### config.mk
export PLATFORM = sky130hd
export DESIGN_NAME = frame_bus_sched_flat
export DESIGN_NICKNAME = d
export VERILOG_FILES = /design/src/rtl/frame_bus_sched_if.sv /design/src/rtl/frame_bus_sched.sv /design/src/flat_wrapper.sv
export SDC_FILE = /design/constraint.sdc
export NUM_CORES = 1
export LEC_CHECK = 0
export BUFFER_PORTS_ARGS = -buffer_cell sky130_fd_sc_hd__buf_2
export CAP_MARGIN = 0
export CORE_UTILIZATION = 52
export DETAILED_ROUTE_END_ITERATION = 16
export GPL_TIMING_DRIVEN = 1
export PLACE_DENSITY_LB_ADDON = 0.25
export SLEW_MARGIN = 20
export SYNTH_ARGS = -nofsm -noshare
export SYNTH_HDL_FRONTEND = slang
export SYNTH_SLANG_ARGS = --single-unit
export TNS_END_PERCENT = 1
### constraint.sdc
create_clock -name ctrl_clk -period 2.6 [get_ports ctrl_clk]
set_clock_uncertainty 0.2 [all_clocks]
set_input_delay 0.26 -clock ctrl_clk [delete_from_list [all_inputs] [get_ports ctrl_clk]]
set_output_delay 0.26 -clock ctrl_clk [all_outputs]
set_load 0.01 [all_outputs]
### src/rtl/frame_bus_sched_if.sv
// Memory-controller burst request bus between frame_bus_sched (master) and the SDRAM
// controller (slave): request, direction and start address out; accept and completion back.
interface frame_bus_sched_if;
  logic        mem_req;
  logic        mem_we;
  logic [22:0] mem_addr;
  logic        mem_ack;
  logic        mem_done;

  modport master (
    output mem_req,
    output mem_we,
    output mem_addr,
    input  mem_ack,
    input  mem_done
  );

  modport slave (
    input  mem_req,
    input  mem_we,
    input  mem_addr,
    output mem_ack,
    output mem_done
  );
endinterface

### src/rtl/frame_bus_sched.sv
// Frame-buffer SDRAM burst scheduler: arbitrates camera writes against display reads.
// Define FRAME_BUS_WATCHDOG_EN to build the REQ/BURST watchdog and the sticky err flag.
module frame_bus_sched #(
  parameter int unsigned BURST_LEN    = 16,
  parameter int unsigned FRAME_WORDS  = 76800,
  parameter int unsigned WR_BASE      = 0,
  parameter int unsigned RD_BASE      = 0,
  parameter int unsigned FIFO_DEPTH   = 512,
  parameter int unsigned RD_LOW_WATER = 128,
  parameter int unsigned TIMEOUT      = 1023
) (
  input  logic                     ctrl_clk,
  input  logic                     reset_n,
  input  logic [8:0]               write_fifo_rdusedw,
  input  logic [8:0]               read_fifo_wrusedw,
  input  logic                     read_init,
  frame_bus_sched_if.master        mem,
  output logic                     wr_frame_done,
  output logic                     rd_frame_done,
  output logic                     busy,
  output logic                     err
);

  typedef enum logic [1:0] {StIdle, StReq, StBurst} state_e;

  localparam logic [22:0] WrBase   = 23'(WR_BASE);
  localparam logic [22:0] RdBase   = 23'(RD_BASE);
  localparam logic [23:0] WrEnd    = 24'(WR_BASE + FRAME_WORDS);
  localparam logic [23:0] RdEnd    = 24'(RD_BASE + FRAME_WORDS);
  localparam logic [23:0] BurstInc = 24'(BURST_LEN);
  localparam int unsigned RdRoom   = FIFO_DEPTH - 1 - BURST_LEN;

  if (BURST_LEN > 256 || (FRAME_WORDS % BURST_LEN) != 0 || TIMEOUT == 0) begin : g_param_check
    $error("frame_bus_sched: invalid parameter set");
  end

  state_e      state_q, state_d;
  logic        we_q, we_d;
  logic [22:0] addr_q, addr_d;
  logic [22:0] wr_addr_q, wr_addr_d;
  logic [22:0] rd_addr_q, rd_addr_d;
  logic        last_wr_q, last_wr_d;
  logic        rd_arm_q, rd_arm_d;
  logic        wr_fd_q, wr_fd_d;
  logic        rd_fd_q, rd_fd_d;
  logic [1:0]  sync_q;
  logic        init_prev_q;

  logic        init_s, init_rise;
  logic        wr_ok, rd_ok, rd_urgent, grant, grant_wr;
  logic [23:0] wr_next, rd_next;
  logic        wd_timeout;

  assign init_s    = sync_q[1];
  assign init_rise = init_s & ~init_prev_q;

  assign wr_ok     = 32'(write_fifo_rdusedw) >= BURST_LEN;
  assign rd_ok     = rd_arm_q && (32'(read_fifo_wrusedw) <= RdRoom);
  assign rd_urgent = rd_ok && (32'(read_fifo_wrusedw) < RD_LOW_WATER);
  assign grant     = wr_ok | rd_ok;
  // Urgent reads pre-empt; a tie alternates away from the previous winner.
  assign grant_wr  = rd_urgent ? 1'b0 : ((wr_ok && rd_ok) ? ~last_wr_q : wr_ok);

  assign wr_next = {1'b0, wr_addr_q} + BurstInc;
  assign rd_next = {1'b0, rd_addr_q} + BurstInc;

  always_comb begin
    state_d   = state_q;
    we_d      = we_q;
    addr_d    = addr_q;
    wr_addr_d = wr_addr_q;
    rd_addr_d = rd_addr_q;
    last_wr_d = last_wr_q;
    rd_arm_d  = rd_arm_q;
    wr_fd_d   = 1'b0;
    rd_fd_d   = 1'b0;

    if (init_rise) begin
      rd_arm_d = 1'b1;
    end else if (!init_s) begin
      rd_arm_d = 1'b0;
    end

    unique case (state_q)
      StIdle: begin
        if (grant) begin
          state_d   = StReq;
          we_d      = grant_wr;
          addr_d    = grant_wr ? wr_addr_q : rd_addr_q;
          last_wr_d = grant_wr;
        end
      end
      StReq: begin
        if (mem.mem_ack) begin
          state_d = StBurst;
        end else if (wd_timeout) begin
          state_d = StIdle;
        end
      end
      StBurst: begin
        if (mem.mem_done) begin
          state_d = StIdle;
          if (we_q) begin
            if (wr_next == WrEnd) begin
              wr_addr_d = WrBase;
              wr_fd_d   = 1'b1;
            end else begin
              wr_addr_d = wr_next[22:0];
            end
          end else begin
            if (rd_next == RdEnd) begin
              rd_addr_d = RdBase;
              rd_fd_d   = 1'b1;
            end else begin
              rd_addr_d = rd_next[22:0];
            end
          end
        end else if (wd_timeout) begin
          state_d = StIdle;
        end
      end
      default: state_d = StIdle;
    endcase

    // A fresh display enable restarts the read frame regardless of burst activity.
    if (init_rise) begin
      rd_addr_d = RdBase;
    end
  end

  always_ff @(posedge ctrl_clk or negedge reset_n) begin
    if (!reset_n) begin
      state_q     <= StIdle;
      we_q        <= 1'b0;
      addr_q      <= '0;
      wr_addr_q   <= WrBase;
      rd_addr_q   <= RdBase;
      last_wr_q   <= 1'b0;
      rd_arm_q    <= 1'b0;
      wr_fd_q     <= 1'b0;
      rd_fd_q     <= 1'b0;
      sync_q      <= '0;
      init_prev_q <= 1'b0;
    end else begin
      state_q     <= state_d;
      we_q        <= we_d;
      addr_q      <= addr_d;
      wr_addr_q   <= wr_addr_d;
      rd_addr_q   <= rd_addr_d;
      last_wr_q   <= last_wr_d;
      rd_arm_q    <= rd_arm_d;
      wr_fd_q     <= wr_fd_d;
      rd_fd_q     <= rd_fd_d;
      sync_q      <= {sync_q[0], read_init};
      init_prev_q <= init_s;
    end
  end

`ifdef FRAME_BUS_WATCHDOG_EN
  localparam int unsigned CntW = $clog2(TIMEOUT + 1);

  logic [CntW-1:0] wd_cnt_q;
  logic            err_q;

  // Fires on the TIMEOUT-th cycle spent in the current REQ or BURST visit.
  assign wd_timeout = (state_q != StIdle) && (wd_cnt_q == CntW'(TIMEOUT - 1));

  always_ff @(posedge ctrl_clk or negedge reset_n) begin
    if (!reset_n) begin
      wd_cnt_q <= '0;
      err_q    <= 1'b0;
    end else begin
      if (state_d != state_q) begin
        wd_cnt_q <= '0;
      end else if (state_q != StIdle) begin
        wd_cnt_q <= wd_cnt_q + 1'b1;
      end
      if (wd_timeout && ((state_q == StReq && !mem.mem_ack) ||
                         (state_q == StBurst && !mem.mem_done))) begin
        err_q <= 1'b1;
      end
    end
  end

  assign err = err_q;
`else
  assign wd_timeout = 1'b0;
  assign err        = 1'b0;
`endif

  assign mem.mem_req   = (state_q == StReq);
  assign mem.mem_we    = we_q;
  assign mem.mem_addr  = addr_q;
  assign busy          = (state_q != StIdle);
  assign wr_frame_done = wr_fd_q;
  assign rd_frame_done = rd_fd_q;

endmodule

### src/flat_wrapper.sv
// flat-port wrapper written by rule: the top's interface ports become plain ports
module frame_bus_sched_flat 
#(
  parameter int unsigned BURST_LEN    = 16,
  parameter int unsigned FRAME_WORDS  = 76800,
  parameter int unsigned WR_BASE      = 0,
  parameter int unsigned RD_BASE      = 0,
  parameter int unsigned FIFO_DEPTH   = 512,
  parameter int unsigned RD_LOW_WATER = 128,
  parameter int unsigned TIMEOUT      = 1023
)
  (ctrl_clk, reset_n, write_fifo_rdusedw, read_fifo_wrusedw, read_init, wr_frame_done, rd_frame_done, busy, err, mem_mem_req, mem_mem_we, mem_mem_addr, mem_mem_ack, mem_mem_done);
  frame_bus_sched_if mem_i ();
  input  logic ctrl_clk;
  input  logic reset_n;
  input  logic [8:0] write_fifo_rdusedw;
  input  logic [8:0] read_fifo_wrusedw;
  input  logic read_init;
  output logic wr_frame_done;
  output logic rd_frame_done;
  output logic busy;
  output logic err;
  output wire logic [$bits(mem_i.mem_req)-1:0] mem_mem_req;
  output wire logic [$bits(mem_i.mem_we)-1:0] mem_mem_we;
  output wire logic [$bits(mem_i.mem_addr)-1:0] mem_mem_addr;
  input wire logic [$bits(mem_i.mem_ack)-1:0] mem_mem_ack;
  input wire logic [$bits(mem_i.mem_done)-1:0] mem_mem_done;
  assign mem_mem_req = mem_i.mem_req;
  assign mem_mem_we = mem_i.mem_we;
  assign mem_mem_addr = mem_i.mem_addr;
  assign mem_i.mem_ack = mem_mem_ack;
  assign mem_i.mem_done = mem_mem_done;
  frame_bus_sched #(.BURST_LEN(BURST_LEN), .FRAME_WORDS(FRAME_WORDS), .WR_BASE(WR_BASE), .RD_BASE(RD_BASE), .FIFO_DEPTH(FIFO_DEPTH), .RD_LOW_WATER(RD_LOW_WATER), .TIMEOUT(TIMEOUT)) u_core (.ctrl_clk(ctrl_clk), .reset_n(reset_n), .write_fifo_rdusedw(write_fifo_rdusedw), .read_fifo_wrusedw(read_fifo_wrusedw), .read_init(read_init), .mem(mem_i), .wr_frame_done(wr_frame_done), .rd_frame_done(rd_frame_done), .busy(busy), .err(err));
endmodule
# == Yosys cells after proc, flatten, opt, wreduce, memory -nomap -nowiden ==
# Cells that the tools add are included.
# word_totals
output_inout_bits,29
wordCells,62
ff_bits,78
input_bits,23
# op_classes
order_cmp,3
eq_ne,9
n_reduce_logical,11
n_mux,23
add_sub_neg,2
bitwise_logic,4
# op_table
op,n
$mux 23,7
$add 23x5->24 const B,2
$eq 24x17->1 const B,2
$mux 1,12
$ge 9x5->1 const B,1
$le 9x9->1 const B,1
$lt 9x8->1 const B,1
$reduce_and 3->1,3
$mux 2,3
$ne 2x2->1 const B,3
$pmux 2 s3,1
$reduce_bool 2->1,3
$ne 2x1->1 const B,2
$logic_and 1x1->1,3
$eq 2x1->1 const B,1
$eq 2x2->1 const B,1
$logic_not 2->1,1
$not 1->1,2
$reduce_and 2->1,1
$and 1x1->1,1
$or 1x1->1,1

# == Logic depth before layout (Yosys ltp) ==
# Gate-level depths: netlist (run 1).
# logic_depth
word_depth,7
depth_mapped,9

# == Worst setup path after synthesis (run 1) ==
# OpenSTA, ideal clock, no wires.
# synth_path
path_kind,flip-flop to flip-flop
startpoint,register u_core.rd_addr_q[4]
endpoint,register u_core.rd_addr_q[20]
arrival_time_ns,2.250
n_path_buf,1
period_less_slack_ns,2.528
path_stages_with_launch,8
setup_slack_ns,0.072
cell_sequence,dfrtp_1 ha_1 clkbuf_2 nand4_1 or4_1 or3_1 or3_1 a21oi_1
# synth_between
elab_chain_cells,7
# synth_lines
element,line_no,text
start: declaration,frame_bus_sched.sv:41,"logic [22:0] rd_addr_q, rd_addr_d;"
start signal: assignment,frame_bus_sched.sv:137,rd_addr_q <= RdBase;
start signal: assignment,frame_bus_sched.sv:149,rd_addr_q <= rd_addr_d;
$add 23x5->24 *,frame_bus_sched.sv:65,"assign rd_next = {1'b0, rd_addr_q} + BurstInc;"
$eq 24x17->1,frame_bus_sched.sv:111,if (rd_next == RdEnd) begin
$mux 23 *,frame_bus_sched.sv:111,
$mux 23 *,frame_bus_sched.sv:103,if (we_q) begin
$mux 23 *,frame_bus_sched.sv:101,if (mem.mem_done) begin
$mux 23 *,frame_bus_sched.sv:84,unique case (state_q)
$mux 23 *,frame_bus_sched.sv:126,if (init_rise) begin
# Mark *: on every way between the ends. The rest lies on a longest branch, timed or not. The select of a mux whose other input is x is not followed.
# A chain may end at the register's enable or synchronous reset.

# == Final worst setup path (run 1) ==
# layout_path
startpoint,register u_core.rd_addr_q[4]
endpoint,register u_core.rd_addr_q[13]
# The elaborated chain is that of the path after synthesis.

==> results of run 1 <==
-- timing repair --
action | CTS | global route
gates cloned | 0 | 0
setup buffers | 0 | 1
resized for setup | 1 | 12
hold buffers | 3 | 0
setup endpoints to repair | 1 | 13
pin swaps | 0 | 2
endpoints found under the hold margin | 26 | 0
-- layout make-up --
cell class              count  area, sq um
inverters                   9        33.78
well taps                  99        123.9
fillers                   604         2472
flip-flops and latches     66         1655
clock inverters             4        75.07
repair buffers             90        613.1
clock buffers              12        145.1
multi-input cells         329         2096
-- per-layer routing --
metal / up-vias / global-route usage / share of wire
met1: 1708 / 0.3658 / 0.45
met5: - / 0 / 0
li1: 1700 / - / -
met2: 108 / 0.4235 / 0.48
met4: 0 / 0.1070 / 0.019
met3: 18 / 0.04241 / 0.046
-- registers in the layout, summed over array words and instances (netlist names) --
register / count
u_core.mem.mem_addr: 19
u_core.rd_addr_q: 19
u_core.wr_addr_q: 19
u_core.state_q: 2
u_core.sync_q: 2
u_core.init_prev_q: 1
u_core.mem.mem_we: 1
u_core.rd_arm_q: 1
u_core.rd_frame_done: 1
u_core.wr_frame_done: 1
-- cells in the mapped netlist (4+ instances only) --
cell type	n	area share
a21oi_1	37	0.048
a31oi_1	4	0.0065
and3_1	7	0.011
and4_1	4	0.0091
buf_2	9	0.012
buf_4	5	0.0097
clkbuf_1	18	0.018
dfrtp_1	66	0.43
ha_1	4	0.013
inv_1	9	0.0088
mux2i_1	20	0.052
nand2_1	28	0.027
nand3_1	21	0.027
nand4_1	16	0.026
nor2_1	55	0.054
nor2b_1	4	0.0065
nor3_1	12	0.016
nor4_1	7	0.011
o21ai_0	15	0.019
o31ai_1	4	0.0078
or3_1	12	0.019
xnor2_1	14	0.032
xor2_1	13	0.030
-- power breakdown --
group | switching (mW) | internal (mW)
clock | 0.405 | 0.567
combinational | 0.567 | 0.381
sequential | 0.128 | 1.23
total | 1.10 | 2.18
-- cells by family after synthesis --
family                     synth area share
DFF                                  0.4283
xor gates and xnor gates            0.06132
other                             0.0009725
muxes                               0.05191
and+or+nand+nor                      0.2505
adders and majority gates           0.01298
AOI/OAI and AO/OA                    0.1450
buffers and inverters               0.04899
-- worst reg2reg max path, delay by kind of cell, from the launching register on --
kind / cells / cell delay (ns)
simple gates: 4 / 0.95
xor+xnor: 1 / 0.20
compound gates: 2 / 0.64
flops: 1 / 0.42
-- path summary, 6_finish.rpt --
check / slack [ns] / endpoint / start / cells past startpoint
worst max-delay path: 0.08 / u_core.rd_addr_q[13] / u_core.rd_addr_q[4] / 7
worst min-delay path: 0.02 / u_core.state_q[1] / mem_mem_done / 3
worst max register to register: 0.08 / u_core.rd_addr_q[13] / u_core.rd_addr_q[4] / 7
worst min register to register: 0.15 / u_core.sync_q[1] / u_core.sync_q[0] / 0
max in group asynchronous: 1.32 / u_core.rd_addr_q[16] / reset_n / 3
min in group asynchronous: 0.24 / u_core.rd_frame_done / reset_n / 2
-- stage by stage --
step | setup WS, ns | hold WS [ns] | cells | util | TNS, ns
global route | -0.02392 | 0.03526 | 609 | 0.6573 | -0.06872
finish | 0.08243 | 0.01667 | 609 | 0.6573 | 0
floorplan | 0.07197 | -0.2356 | 437 | - | 0
global placement | 0.1133 | 0.07520 | 589 | 0.6145 | 0
detailed placement | -0.009503 | 0.07886 | 589 | 0.6145 | -0.009503
CTS | 0.02344 | 0.004299 | 608 | 0.6495 | 0
==> flow_summary.toml, run 1 <==
[power_and_ir_drop]
power_density_nw_per_um2 = 691.1
leakage_nw = 2.050
total_power_mw = 3.277
ir_drop_v = 0.0005090

[critical_path]
critical_path_class = "flop to flop"
end_kind = "flop"
crit_chain = "nand4_2, or3_1, xor2_1, a2111oi_4, and4bb_4, nor3_1, a211o_1"
path_buf_inv = 0
cp.arrival_ns = 2.56
crit_path_start_kind = "flop"
worst_ep_required_time_ns = 2.64
critPathMaxFanout = 5
cp_slowest_cell = "dfrtp_2"
crit_family = "simple AND/OR/NAND/NOR gates"
cp_slowest_stage_delay_ns = 0.42

[final_layout]
final_cell_mix = "63 x dfrtp_1, 54 x nor2_1, 47 x buf_4, 38 x buf_2, 36 x a21oi_1"
final_layout_size_suffix_gt1_frac = 0.2353
area_growth_syn_to_layout_pct = 22.97
layout_commonest_cell = "dfrtp_1"
final_design_area_no_fill_sq_um = 4742
fin_nets = 532
diodes = 0

[job]
cap_viol_max_count = 0

[drt]
route.vias.total = 3534
drt-wirelength-per-cell_um = 15.85
routed_wl_um = 9652
vias_per_cell = 5.803
antenna_left = 0
drc = 0
firstDrtPassIters = 5
drt_iter0_markers = 254

[clocking]
numCtsBuffers = 9
clk_path_buf_depth = 2
cts_tree = "built"
path_clk_slew_ns = 0.07
cts_root_buf = "clkbuf_8"
cts_sinks = 66
cts_max_level = 3
insertion_delay_ns = 0.35

[timing]
slew_headroom = 0.3166
period_share = 0.9683
slew_viol_final = 0
period_needed_ns = 2.518
rsz0062_at_grt = "true"
setup_viol = 0
tightestPinTransition_ns = 1.023
max_freq_ghz = 0.3972
final_hold_viol_count = 0

[floorplan]
core_area_sq_um = 7214
die_x_um = 88.12
std_cell_rows = 31
dieHeight_um = 88.12
start_util = 0.5345
ioPinCount = 52
dieArea_sq_um = 7764

[logic_synthesis]
synthFlopType = "dfrtp_1"
yosysSeqAreaShare = 0.4283
synthCells = 433
synth_cell_types = 58
avgSynthCellArea_sq_um = 8.906
syn-cell-area_sq_um = 3856
synth_enable_flop_cells = 0
ys_warn_count = 0
synthArstFlopShare = 1.000
ys_ff_latch = 66

[place]
hpwlAfterDp_um = 6881
dpl_cell_area_sq_um = 4433
port_buffers = 38
place.gp.congestion = 0.9290

[grt]
grtUsageTotal = 0.2664
grt_pass1_wl_um = 15590
grt_pass1_vias = 3242
grt_max_degree = 44
grt-ovfl-total = 0
antenna_found_initial = 0

[worst_hold_path]
hold_path.class = "input port to flop"

[outcome]
outcome = "completed"
No activity file was read; power rests on OpenSTA's default activity.
==> run 2: changes to the inputs <==
- CORE_UTILIZATION: 52 -> 55
- clock period: 2.6 -> 2.89 ns (I/O delays scaled with it)
==> run 2 against run 1 <==
  * Flip-flop and latch count unchanged
  * Core utilization up 1.3 points
  * Cell count down 3.6%
  * Largest cell class unchanged
  * Via count about the same
  * Combinational power down 13%
  * Largest power group unchanged
  * Register-to-register slack better by 0.09 ns
  * Highest routed layer unchanged
  * Power down 9.7%
  * Clock power down 8.2%
==> flow_summary.toml, run 2 (synthesis gave the netlist of run 1 again) <==
[timing]
tightestPinTransition_ns = 0.9803
period_needed_ns = 2.720
slew_viol_final = 0
period_share = 0.9411
tns_ns = 0
rsz0062_at_grt = "false"
setup_viol = 0
slew_headroom = 0.3450
max_freq_ghz = 0.3677
final_hold_viol_count = 0

[floorplan]
dieArea_sq_um = 7350
start_util = 0.5676
die_x_um = 85.74
ioPinCount = 52
core_area_sq_um = 6794
std_cell_rows = 30
dieHeight_um = 85.74

[final_layout]
final_layout_size_suffix_gt1_frac = 0.2016
area_growth_syn_to_layout_pct = 18.14
final_util = 0.6705
diodes = 0
fill_cells = 554
final_cell_mix = "65 x dfrtp_1, 54 x nor2_1, 38 x buf_2, 36 x a21oi_1, 29 x buf_4"
fin_nets = 513
fin_cells = 587
layout_commonest_cell = "dfrtp_1"

[drt]
vias_per_cell = 6.019
antenna_left = 0
drt-wirelength-per-cell_um = 16.02
routed_wl_um = 9404
drc = 0
route.vias.total = 3533
firstDrtPassIters = 5
drt_iter0_markers = 259

[clocking]
clk_path_buf_depth = 2
path_clk_slew_ns = 0.08
numCtsBuffers = 9
cts_max_level = 3
insertion_delay_ns = 0.35
cts_sinks = 66
post_cts_buffers = 0
cts_tree = "built"
cts_root_buf = "clkbuf_8"

[grt]
grt-ovfl-total = 0
grtUsageTotal = 0.2781
grt_pass1_vias = 3308
antenna_found_initial = 0
grt_pass1_wl_um = 15730
grt_max_degree = 62

[critical_path]
crit_path_start_kind = "flop"
critPathMaxFanout = 6
cp.arrival_ns = 2.77
end_kind = "flop"
worst_ep_required_time_ns = 2.94
critical_path_class = "flop to flop"

[power_and_ir_drop]
power_density_nw_per_um2 = 649.4
leakage_nw = 1.964
ir_drop_v = 0.0004843

[worst_hold_path]
hold_path.class = "input port to flop"

[outcome]
outcome = "completed"

[place]
port_buffers = 38
dp.cells = 568
place.gp.congestion = 0.9128
hpwlAfterDp_um = 6590

[job]
cap_viol_max_count = 0
==> run 2: layout make-up <==
cell class / instances / area, sq um / area share
clock buffer: 10 / 137.6 / 0.03021
clock inverter: 6 / 90.09 / 0.01977
inverter: 9 / 33.78 / 0.007416
multi-input combinational: 329 / 2063 / 0.4529
sequential: 66 / 1653 / 0.3628
tap: 96 / 120.1 / 0.02637
timing repair buffer: 71 / 457.9 / 0.1005
==> run 2: final timing paths <==
kind	start	endpoint	slack, ns	depth (start not counted)
max	u_core.rd_addr_q[4]	u_core.rd_addr_q[13]	0.17	8
min	mem_mem_done	u_core.state_q[1]	0.05	3
max reg2reg	u_core.rd_addr_q[4]	u_core.rd_addr_q[13]	0.17	8
min reg2reg	u_core.sync_q[0]	u_core.sync_q[1]	0.16	0
max in group asynchronous	reset_n	u_core.rd_addr_q[14]	1.83	3
min in group asynchronous	reset_n	u_core.rd_frame_done	0.09	2
==> run 2: repair_timing <==
action	4_1_cts	5_1_grt
gates resized for setup	0	4
endpoints found under the hold margin	69	0
hold buffers	3	0
endpoints found under the setup margin	0	8
==> run 2: per-layer routing <==
metal / GRT usage / routed length, um / vias to the layer above
li1: - / - / 1663
met1: 0.3717 / 4236 / 1713
met2: 0.4473 / 4417 / 144
met3: 0.07026 / 602 / 13
met4: 0.08636 / 148 / 0
met5: 0 / 0 / -
==> run 2: report_power, final <==
group / internal, mW / leakage [nW] / switching, mW
registers: 1.10 / 0.854 / 0.137
clock network: 0.510 / 0.112 / 0.381
logic: 0.332 / 0.998 / 0.492
==> run 2: through the flow <==
stage / setup WS, ns / hold slack (ns) / power (mW) / area (sq um)
floorplan: 0.3620 / -0.2066 / 1.750 / 3871
global placement: 0.2285 / -0.07589 / 2.056 / 4282
detailed placement: 0.2063 / -0.07105 / 2.087 / 4282
CTS: 0.1680 / 0.03262 / 2.980 / 4539
global route: 0.01508 / 0.04323 / 3.136 / 4556
finish: 0.1701 / 0.04571 / 2.958 / 4556
==> run 2: critical path, stage by stage, from the launching register on <==
cell and delay, ns:
dfrtp_1 0.48, buf_4 0.19, and4_1 0.37, and2_1 0.17, o211ai_1 0.11, a2111oi_2 0.45
and4bb_4 0.33, nor3_1 0.05, a211o_1 0.26
